===== config.mk =====
export PLATFORM = sky130hd
export DESIGN_NAME = snake_body_tracker_flat
export DESIGN_NICKNAME = d
export VERILOG_FILES = /design/src/rtl/snake_pkg.sv /design/src/rtl/snake_body_tracker_if.sv /design/src/rtl/snake_next_head.sv /design/src/rtl/snake_body_tracker.sv /design/src/flat_wrapper.sv
export SDC_FILE = /design/constraint.sdc
export NUM_CORES = 2
export LEC_CHECK = 0
export BUFFER_PORTS_ARGS = -buffer_cell sky130_fd_sc_hd__buf_2
export CAP_MARGIN = 5
export CELL_PAD_IN_SITES_DETAIL_PLACEMENT = 2
export CELL_PAD_IN_SITES_GLOBAL_PLACEMENT = 2
export CORE_MARGIN = 2
export CORE_UTILIZATION = 40
export CTS_CLUSTER_DIAMETER = 30
export DETAILED_ROUTE_END_ITERATION = 10
export HOLD_SLACK_MARGIN = 0.15
export MAX_ROUTING_LAYER = met4
export PLACE_DENSITY = 0.78
export SLEW_MARGIN = 0
export SYNTH_ARGS = -nofsm -noshare
export SYNTH_HDL_FRONTEND = slang
export SYNTH_HIERARCHICAL = 1
export SYNTH_SLANG_ARGS = --single-unit

===== constraint.sdc =====
create_clock -name clk_i -period 55.5 [get_ports clk_i]
set_clock_uncertainty 0.2 [all_clocks]
set_input_delay 2.775 -clock clk_i [delete_from_list [all_inputs] [get_ports clk_i]]
set_output_delay 2.775 -clock clk_i [all_outputs]
set_load 0.05 [all_outputs]

===== src/rtl/snake_pkg.sv =====
// ---------------------------------------------------------------------------
// snake_pkg
// Shared types and sizing for the snake body tracker.
// The grid and storage sizes live here as localparams. Keeping them in one
// place means point_t, the interface and the tracker always agree on widths.
// Contents:
//   GRID_W, GRID_H, MAX_LEN, INIT_LEN  grid size, storage depth, start length
//   XW, YW, LW                         coordinate and length widths
//   dir_t                              movement direction
//   point_t                            one grid cell (x, y)
//   opposite()                         the 180-degree reverse of a direction
//   init_point()                       start-of-game position of segment idx
// ---------------------------------------------------------------------------
package snake_pkg;

    localparam int GRID_W   = 32;
    localparam int GRID_H   = 24;
    localparam int MAX_LEN  = 64;
    localparam int INIT_LEN = 3;

    localparam int XW = $clog2(GRID_W);
    localparam int YW = $clog2(GRID_H);
    localparam int LW = $clog2(MAX_LEN + 1);

    typedef enum logic [1:0] {
        UP    = 2'd0,
        RIGHT = 2'd1,
        DOWN  = 2'd2,
        LEFT  = 2'd3
    } dir_t;

    typedef struct packed {
        logic [XW-1:0] x;
        logic [YW-1:0] y;
    } point_t;

    // The encoding puts opposite directions two apart, so flipping bit 1
    // gives the reverse direction.
    function automatic dir_t opposite(input dir_t d);
        return dir_t'(d ^ 2'd2);
    endfunction

    // A new snake lies horizontally in the middle of the grid, head at the
    // centre and body trailing to the left. Unused slots are parked at 0.
    function automatic point_t init_point(input int idx);
        point_t p;
        p.x = '0;
        p.y = '0;
        if (idx < INIT_LEN) begin
            p.x = XW'(GRID_W / 2 - idx);
            p.y = YW'(GRID_H / 2);
        end
        return p;
    endfunction

endpackage


===== src/rtl/snake_body_tracker_if.sv =====
// ---------------------------------------------------------------------------
// snake_body_tracker_if
// Bundles the control, render-query and status signals of the tracker.
// Signals:
//   playing_i    game running; rising edge starts a new game
//   step_i       move tick, one-cycle pulse
//   dir_i        requested direction
//   dir_valid_i  dir_i valid this cycle
//   grow_i       food eaten, one-cycle pulse
//   query_x_i/y  render query cell
//   query_hit_o  query cell occupied (one cycle latency)
//   head_x_o/y   current head position
//   length_o     current length
//   collision_o  one-cycle collision pulse
// Modports:
//   master  game logic / renderer side
//   slave   tracker side
// ---------------------------------------------------------------------------
interface snake_body_tracker_if;
    import snake_pkg::*;

    logic          playing_i;
    logic          step_i;
    dir_t          dir_i;
    logic          dir_valid_i;
    logic          grow_i;
    logic [XW-1:0] query_x_i;
    logic [YW-1:0] query_y_i;
    logic          query_hit_o;
    logic [XW-1:0] head_x_o;
    logic [YW-1:0] head_y_o;
    logic [LW-1:0] length_o;
    logic          collision_o;

    modport master (
        output playing_i, step_i, dir_i, dir_valid_i, grow_i,
               query_x_i, query_y_i,
        input  query_hit_o, head_x_o, head_y_o, length_o, collision_o
    );

    modport slave (
        input  playing_i, step_i, dir_i, dir_valid_i, grow_i,
               query_x_i, query_y_i,
        output query_hit_o, head_x_o, head_y_o, length_o, collision_o
    );

endinterface


===== src/rtl/snake_next_head.sv =====
// ---------------------------------------------------------------------------
// snake_next_head
// Combinational: where the head lands after one move, and whether that move
// would leave the grid.
// Ports:
//   head      current head cell
//   dir       direction of the move
//   nxt       head cell after the move (equals head on a wall hit)
//   wall_hit  the move would cross the grid border
// ---------------------------------------------------------------------------
module snake_next_head
    import snake_pkg::*;
(
    input  point_t head,
    input  dir_t   dir,
    output point_t nxt,
    output logic   wall_hit
);

    // Check the border before touching the coordinate, so a blocked move
    // never wraps round to the far side of the grid.
    always_comb begin
        nxt      = head;
        wall_hit = 1'b0;
        unique case (dir)
            UP: begin
                if (head.y == '0) wall_hit = 1'b1;
                else              nxt.y    = head.y - 1'b1;
            end
            DOWN: begin
                if (head.y == YW'(GRID_H - 1)) wall_hit = 1'b1;
                else                           nxt.y    = head.y + 1'b1;
            end
            LEFT: begin
                if (head.x == '0) wall_hit = 1'b1;
                else              nxt.x    = head.x - 1'b1;
            end
            RIGHT: begin
                if (head.x == XW'(GRID_W - 1)) wall_hit = 1'b1;
                else                           nxt.x    = head.x + 1'b1;
            end
        endcase
    end

endmodule


===== src/rtl/snake_body_tracker.sv =====
// ---------------------------------------------------------------------------
// snake_body_tracker
// Holds the snake's segment coordinates and advances them one cell per move
// tick. Turns requested into a 180-degree reversal are dropped. The module
// grows the snake on food and flags wall and self collisions.
// Ports:
//   clk_i    system clock
//   reset_i  synchronous, active-high reset
//   bus      snake_body_tracker_if.slave (control, query and status)
// ---------------------------------------------------------------------------
module snake_body_tracker
    import snake_pkg::*;
(
    input  logic                       clk_i,
    input  logic                       reset_i,
    snake_body_tracker_if.slave        bus
);

    point_t        seg [MAX_LEN];
    logic [LW-1:0] length_q;
    dir_t          cur_dir;
    dir_t          pend_dir;
    logic          grow_pend;
    logic          dead;
    logic          collision_q;
    logic          query_hit_q;
    logic          playing_q;

    point_t        nxt;
    logic          wall_hit;
    logic          self_hit;
    logic          query_match;
    logic          new_game;
    logic          step_ok;
    logic          can_grow;
    logic          hit;

    snake_next_head u_next_head (
        .head     (seg[0]),
        .dir      (pend_dir),
        .nxt      (nxt),
        .wall_hit (wall_hit)
    );

    // A grow pulse that arrives with the step counts for that step. At full
    // length the grow is thrown away, so the tail still vacates its cell.
    assign new_game = reset_i | (bus.playing_i & ~playing_q);
    assign step_ok  = bus.step_i & bus.playing_i & ~dead;
    assign can_grow = (grow_pend | bus.grow_i) & (length_q < LW'(MAX_LEN));
    assign hit      = wall_hit | self_hit;

    // Compare every live segment in parallel. This gives the self-hit test
    // for the move in progress and the render query. The tail slot is
    // exempt from the self-hit test unless the snake is growing, because
    // the tail moves out of that cell in the same step.
    always_comb begin
        self_hit    = 1'b0;
        query_match = 1'b0;
        for (int i = 0; i < MAX_LEN; i++) begin
            if (LW'(i) < length_q) begin
                if (bus.query_x_i == seg[i].x && bus.query_y_i == seg[i].y)
                    query_match = 1'b1;
                if (nxt == seg[i] && !(LW'(i) == length_q - 1'b1 && !can_grow))
                    self_hit = 1'b1;
            end
        end
    end

    // Main state register. A new game (reset or a playing rising edge)
    // overrides everything else. Direction and grow requests are still
    // registered while the game is paused. An accepted step either kills
    // the snake or shifts the body one slot and places the new head.
    always_ff @(posedge clk_i) begin
        playing_q <= bus.playing_i;
        if (new_game) begin
            for (int i = 0; i < MAX_LEN; i++)
                seg[i] <= init_point(i);
            length_q    <= LW'(INIT_LEN);
            cur_dir     <= RIGHT;
            pend_dir    <= RIGHT;
            grow_pend   <= 1'b0;
            dead        <= 1'b0;
            collision_q <= 1'b0;
            query_hit_q <= 1'b0;
        end else begin
            collision_q <= 1'b0;
            query_hit_q <= query_match;
            if (bus.dir_valid_i && bus.dir_i != opposite(cur_dir))
                pend_dir <= bus.dir_i;
            if (step_ok) begin
                grow_pend <= 1'b0;
                if (hit) begin
                    dead        <= 1'b1;
                    collision_q <= 1'b1;
                end else begin
                    for (int i = MAX_LEN - 1; i > 0; i--)
                        seg[i] <= seg[i-1];
                    seg[0]  <= nxt;
                    cur_dir <= pend_dir;
                    if (can_grow)
                        length_q <= length_q + 1'b1;
                end
            end else if (bus.grow_i) begin
                grow_pend <= 1'b1;
            end
        end
    end

    assign bus.head_x_o    = seg[0].x;
    assign bus.head_y_o    = seg[0].y;
    assign bus.length_o    = length_q;
    assign bus.collision_o = collision_q;
    assign bus.query_hit_o = query_hit_q;

endmodule


===== src/flat_wrapper.sv =====
// flat-port wrapper written by rule: the top's interface ports become plain ports
module snake_body_tracker_flat import snake_pkg::*;
  (clk_i, reset_i, bus_playing_i, bus_step_i, bus_dir_i, bus_dir_valid_i, bus_grow_i, bus_query_x_i, bus_query_y_i, bus_query_hit_o, bus_head_x_o, bus_head_y_o, bus_length_o, bus_collision_o);
  snake_body_tracker_if bus_i ();
  input  logic clk_i;
  input  logic reset_i;
  input wire logic [$bits(bus_i.playing_i)-1:0] bus_playing_i;
  input wire logic [$bits(bus_i.step_i)-1:0] bus_step_i;
  input wire logic [$bits(bus_i.dir_i)-1:0] bus_dir_i;
  input wire logic [$bits(bus_i.dir_valid_i)-1:0] bus_dir_valid_i;
  input wire logic [$bits(bus_i.grow_i)-1:0] bus_grow_i;
  input wire logic [$bits(bus_i.query_x_i)-1:0] bus_query_x_i;
  input wire logic [$bits(bus_i.query_y_i)-1:0] bus_query_y_i;
  output wire logic [$bits(bus_i.query_hit_o)-1:0] bus_query_hit_o;
  output wire logic [$bits(bus_i.head_x_o)-1:0] bus_head_x_o;
  output wire logic [$bits(bus_i.head_y_o)-1:0] bus_head_y_o;
  output wire logic [$bits(bus_i.length_o)-1:0] bus_length_o;
  output wire logic [$bits(bus_i.collision_o)-1:0] bus_collision_o;
  assign bus_i.playing_i = bus_playing_i;
  assign bus_i.step_i = bus_step_i;
  assign bus_i.dir_i = bus_dir_i;
  assign bus_i.dir_valid_i = bus_dir_valid_i;
  assign bus_i.grow_i = bus_grow_i;
  assign bus_i.query_x_i = bus_query_x_i;
  assign bus_i.query_y_i = bus_query_y_i;
  assign bus_query_hit_o = bus_i.query_hit_o;
  assign bus_head_x_o = bus_i.head_x_o;
  assign bus_head_y_o = bus_i.head_y_o;
  assign bus_length_o = bus_i.length_o;
  assign bus_collision_o = bus_i.collision_o;
  snake_body_tracker u_core (.clk_i(clk_i), .reset_i(reset_i), .bus(bus_i));
endmodule

==> qor.csv <==
metric;value;unit
syn-instance-count;3723;
drv_cap;0;
first_global_vias;35900;
worstSkewPairLatency;810;ps
pwr_total;1.98;mW
std_cell_rows;117;
finalWorstPathRequiredPeriod;10900;ps
async_reset_ff_frac;0;
end_kind;flip-flop;
highest_cell_delay_on_the_worst_timing_path;1040;ps
htree_levels;4;
layout-drive-gt1-share;0.107;
syn_area_per_cell;11.1;µm²
detail_route.drc_violations;0;
power.switching_fraction;0.294;
initialDrtViolationCount;3383;
cts.clk_slew.worst_paths;50;ps
die_y;326;µm
cellLeakagePower;18.2;nW
power_density_cells;40.3;nW/µm²
critical_path.most_common_cell;buf_4;
combinationalPowerShare;0.132;
tightestPinTransition;1340;ps
dr.pass1.iters;6;
hold_path.class;flip-flop to flip-flop;
syn-cell-area;41400;µm²
clock_tree.root_cell;clkbuf_16;
routed_len_inst;35.9;µm
yosys_warnings;6;
timing.critical_path.from_type;flip-flop;
antenna_found_initial;15;
synth_top_cells_by_area;edfxtp_1 46%, xnor2_1 14%, xor2_1 13%, and2_1 9.6%, nand4_1 2.6%;
crit_path_cell_trace;inv_1 -> ha_1 -> inv_1 -> o41ai_1 -> a21oi_1 -> a21oi_4 -> buf_4 -> buf_4 -> xor2_1 -> nor4_1 -> and3_1 -> a221o_1 -> or4_1 -> or4_4 -> o21ai_4 -> buf_12 -> buf_4 -> buf_4 -> buf_4;
synth_edf_count;640;
max-vdd-ir-drop;0.0332;mV
globalplace.congestion;0.998;
die_x;326;µm
tritoncts;done;
finalHoldViolations;0;
setup_tns;0;ps
worst-path-max-fanout;191;
cts_hold_repair.buffers;0;
cts.path.max_buffers;3;
synth_common_cells;671 x xnor2_1, 640 x edfxtp_1, 635 x and2_1;
synthFlopType;edfxtp_1;
global_route_wire_length_before_repair;272000;µm
fin_hold_ws;263;ps
clock_power_share;0.545;
finish.instance_area;49200;µm²
cts_num_sinks;656;
nets;3807;
maximum_number_of_pins_on_one_net_before_global_route_repair;276;
die_area;106000;µm²
grt_setup_unrepaired;false;
outcome;finished, final reports clean;
number_of_cts_inserted_buffers;187;
post_cts_buffers;0;
netlist.area_leader.share;0.464;
postPlaceCellArea;42900;µm²
p_switching;582;µW
place_hpwl;113000;µm
slew_violations;0;
count_of_unique_library_cells_instantiated_by_yosys;77;
synth-seq-area-share;0.472;
antenna_left;0;
fin_crit_sh;0.196;
power.sequential.fraction;0.323;
worstSetupPathType;flip-flop to flip-flop;
io_pins;37;
timing.critical_path.arrival;11060;ps
report.final.setup_viol;0;
timing.critical_path.slowest_stage_cell;buf_4;
via_per_inst;6.14;
buffer_ports.inserted;36;
track_usage;0.364;
initial_util;0.405;
synth_fp_nets;3752;
fmax;91.7;MHz
critical_path_required;55660;ps
detailroute.via_count;32700;
wirelength;191000;µm
area_growth;18.8;%
synthDominantAreaCellType;edfxtp_1;
yosys_register_bits;656;
aggregate_global_routing_overflow;0;
synth.most_common_cell;xnor2_1;
relSlewSlack;0.102;
core;102000;µm²
post_cts_gate_resize_count;0;
cell_internal_pwr;1.40;mW
## sequential cells by signal, indices dropped and copies added (netlist names)
| name | count |
|---|---|
| u_core/pend_dir | 2 |
| u_core/bus.length_o | 7 |
| u_core/playing_q | 1 |
| u_core/bus.collision_o | 1 |
| u_core/grow_pend | 1 |
| u_core/seg | 640 |
| u_core/bus.query_hit_o | 1 |
| u_core/cur_dir | 2 |
| u_core/dead | 1 |
## routing by layer
metal | share of wire | up-vias | global-route usage
li1 | - | 13100 | -
met1 | 0.39 | 17200 | 0.430
met2 | 0.48 | 1735 | 0.578
met3 | 0.085 | 556 | 0.0931
met4 | 0.051 | 0 | 0.181
met5 | 0 | - | -
## stage by stage
step / instances / utilization / worst slack, ps
final: 5317 / 0.481 / 44600
after detailed placement: 4956 / 0.420 / 44920
after global placement: 4955 / 0.420 / 45120
after floorplan: 3723 / - / 3280
after CTS: 5303 / 0.481 / 44630
after global routing: 5316 / 0.481 / 44220
## critical path: cells and delay by family (launching register included)
| kind | cells | cell delay [ps] |
|---|---|---|
| flip-flops | 1 | 510 |
| adder cells (fa/ha/maj) | 1 | 280 |
| buffers and inverters | 8 | 5200 |
| AO/OA/AOI/OAI | 5 | 1960 |
| XOR/XNOR | 1 | 260 |
| AND/OR/NAND/NOR | 4 | 1690 |
## cell usage in the layout (no fill, tap or decap), drive strengths merged, types with 23 or more instances in the layout
cell | netlist | final
nand2b | 23 | 23
and2 | 635 | 635
clkbuf | 135 | 225
xnor2 | 671 | 671
a21oi | 59 | 59
inv | 12 | 25
xor2 | 617 | 617
nor3 | 60 | 60
edfxtp | 640 | 640
nand2 | 51 | 51
clkinv | 0 | 81
or4 | 24 | 24
buf | 111 | 112
nand4 | 169 | 169
o21ai | 37 | 37
nor2 | 66 | 66
nor4 | 160 | 160
nand3 | 63 | 63
## cell families after synthesis
| family | after synthesis | synth area share |
|---|---|---|
| buffers and inverters | 258 | 0.0286 |
| AND/OR/NAND/NOR | 1282 | 0.185 |
| multiplexers | 4 | 0.00109 |
| XOR/XNOR | 1288 | 0.273 |
| AO/OA/AOI/OAI | 224 | 0.0371 |
| adder cells (fa/ha/maj) | 11 | 0.00333 |
| flip-flops | 656 | 0.472 |
## power groups by stage
stage / Combinational, mW / Clock [mW] / Sequential, mW
after floorplan: 0.170 / 0 / 0.687
after global placement: 0.231 / 0 / 0.640
after detailed placement: 0.243 / 0 / 0.642
after CTS: 0.258 / 1.09 / 0.638
after global routing: 0.274 / 1.12 / 0.641
final: 0.262 / 1.08 / 0.640
## final timing paths
path	from	to	slack, ps	cells past startpoint
setup / recovery	u_core/seg[0][5]$_SDFFCE_PN0P_	u_core/seg[49][4]$_SDFFCE_PN0P_	44600	19
hold / removal	u_core/dead$_SDFFE_PP0P_	u_core/dead$_SDFFE_PP0P_	260	1
setup reg to reg	u_core/seg[0][5]$_SDFFCE_PN0P_	u_core/seg[49][4]$_SDFFCE_PN0P_	44600	19
hold reg to reg	u_core/dead$_SDFFE_PP0P_	u_core/dead$_SDFFE_PP0P_	260	1
## final cells by class
class                      count  area [µm²]
multi-input combinational   2809       20800
clock buffer                 225        4860
tap                         1368        1710
inverter                      12        45.0
timing repair buffer         112         873
fill                       10100       53000
sequential                   656       19500
antenna                       13        32.5
clock inverter               122        1340
No activity file was read; power rests on OpenSTA's default activity.
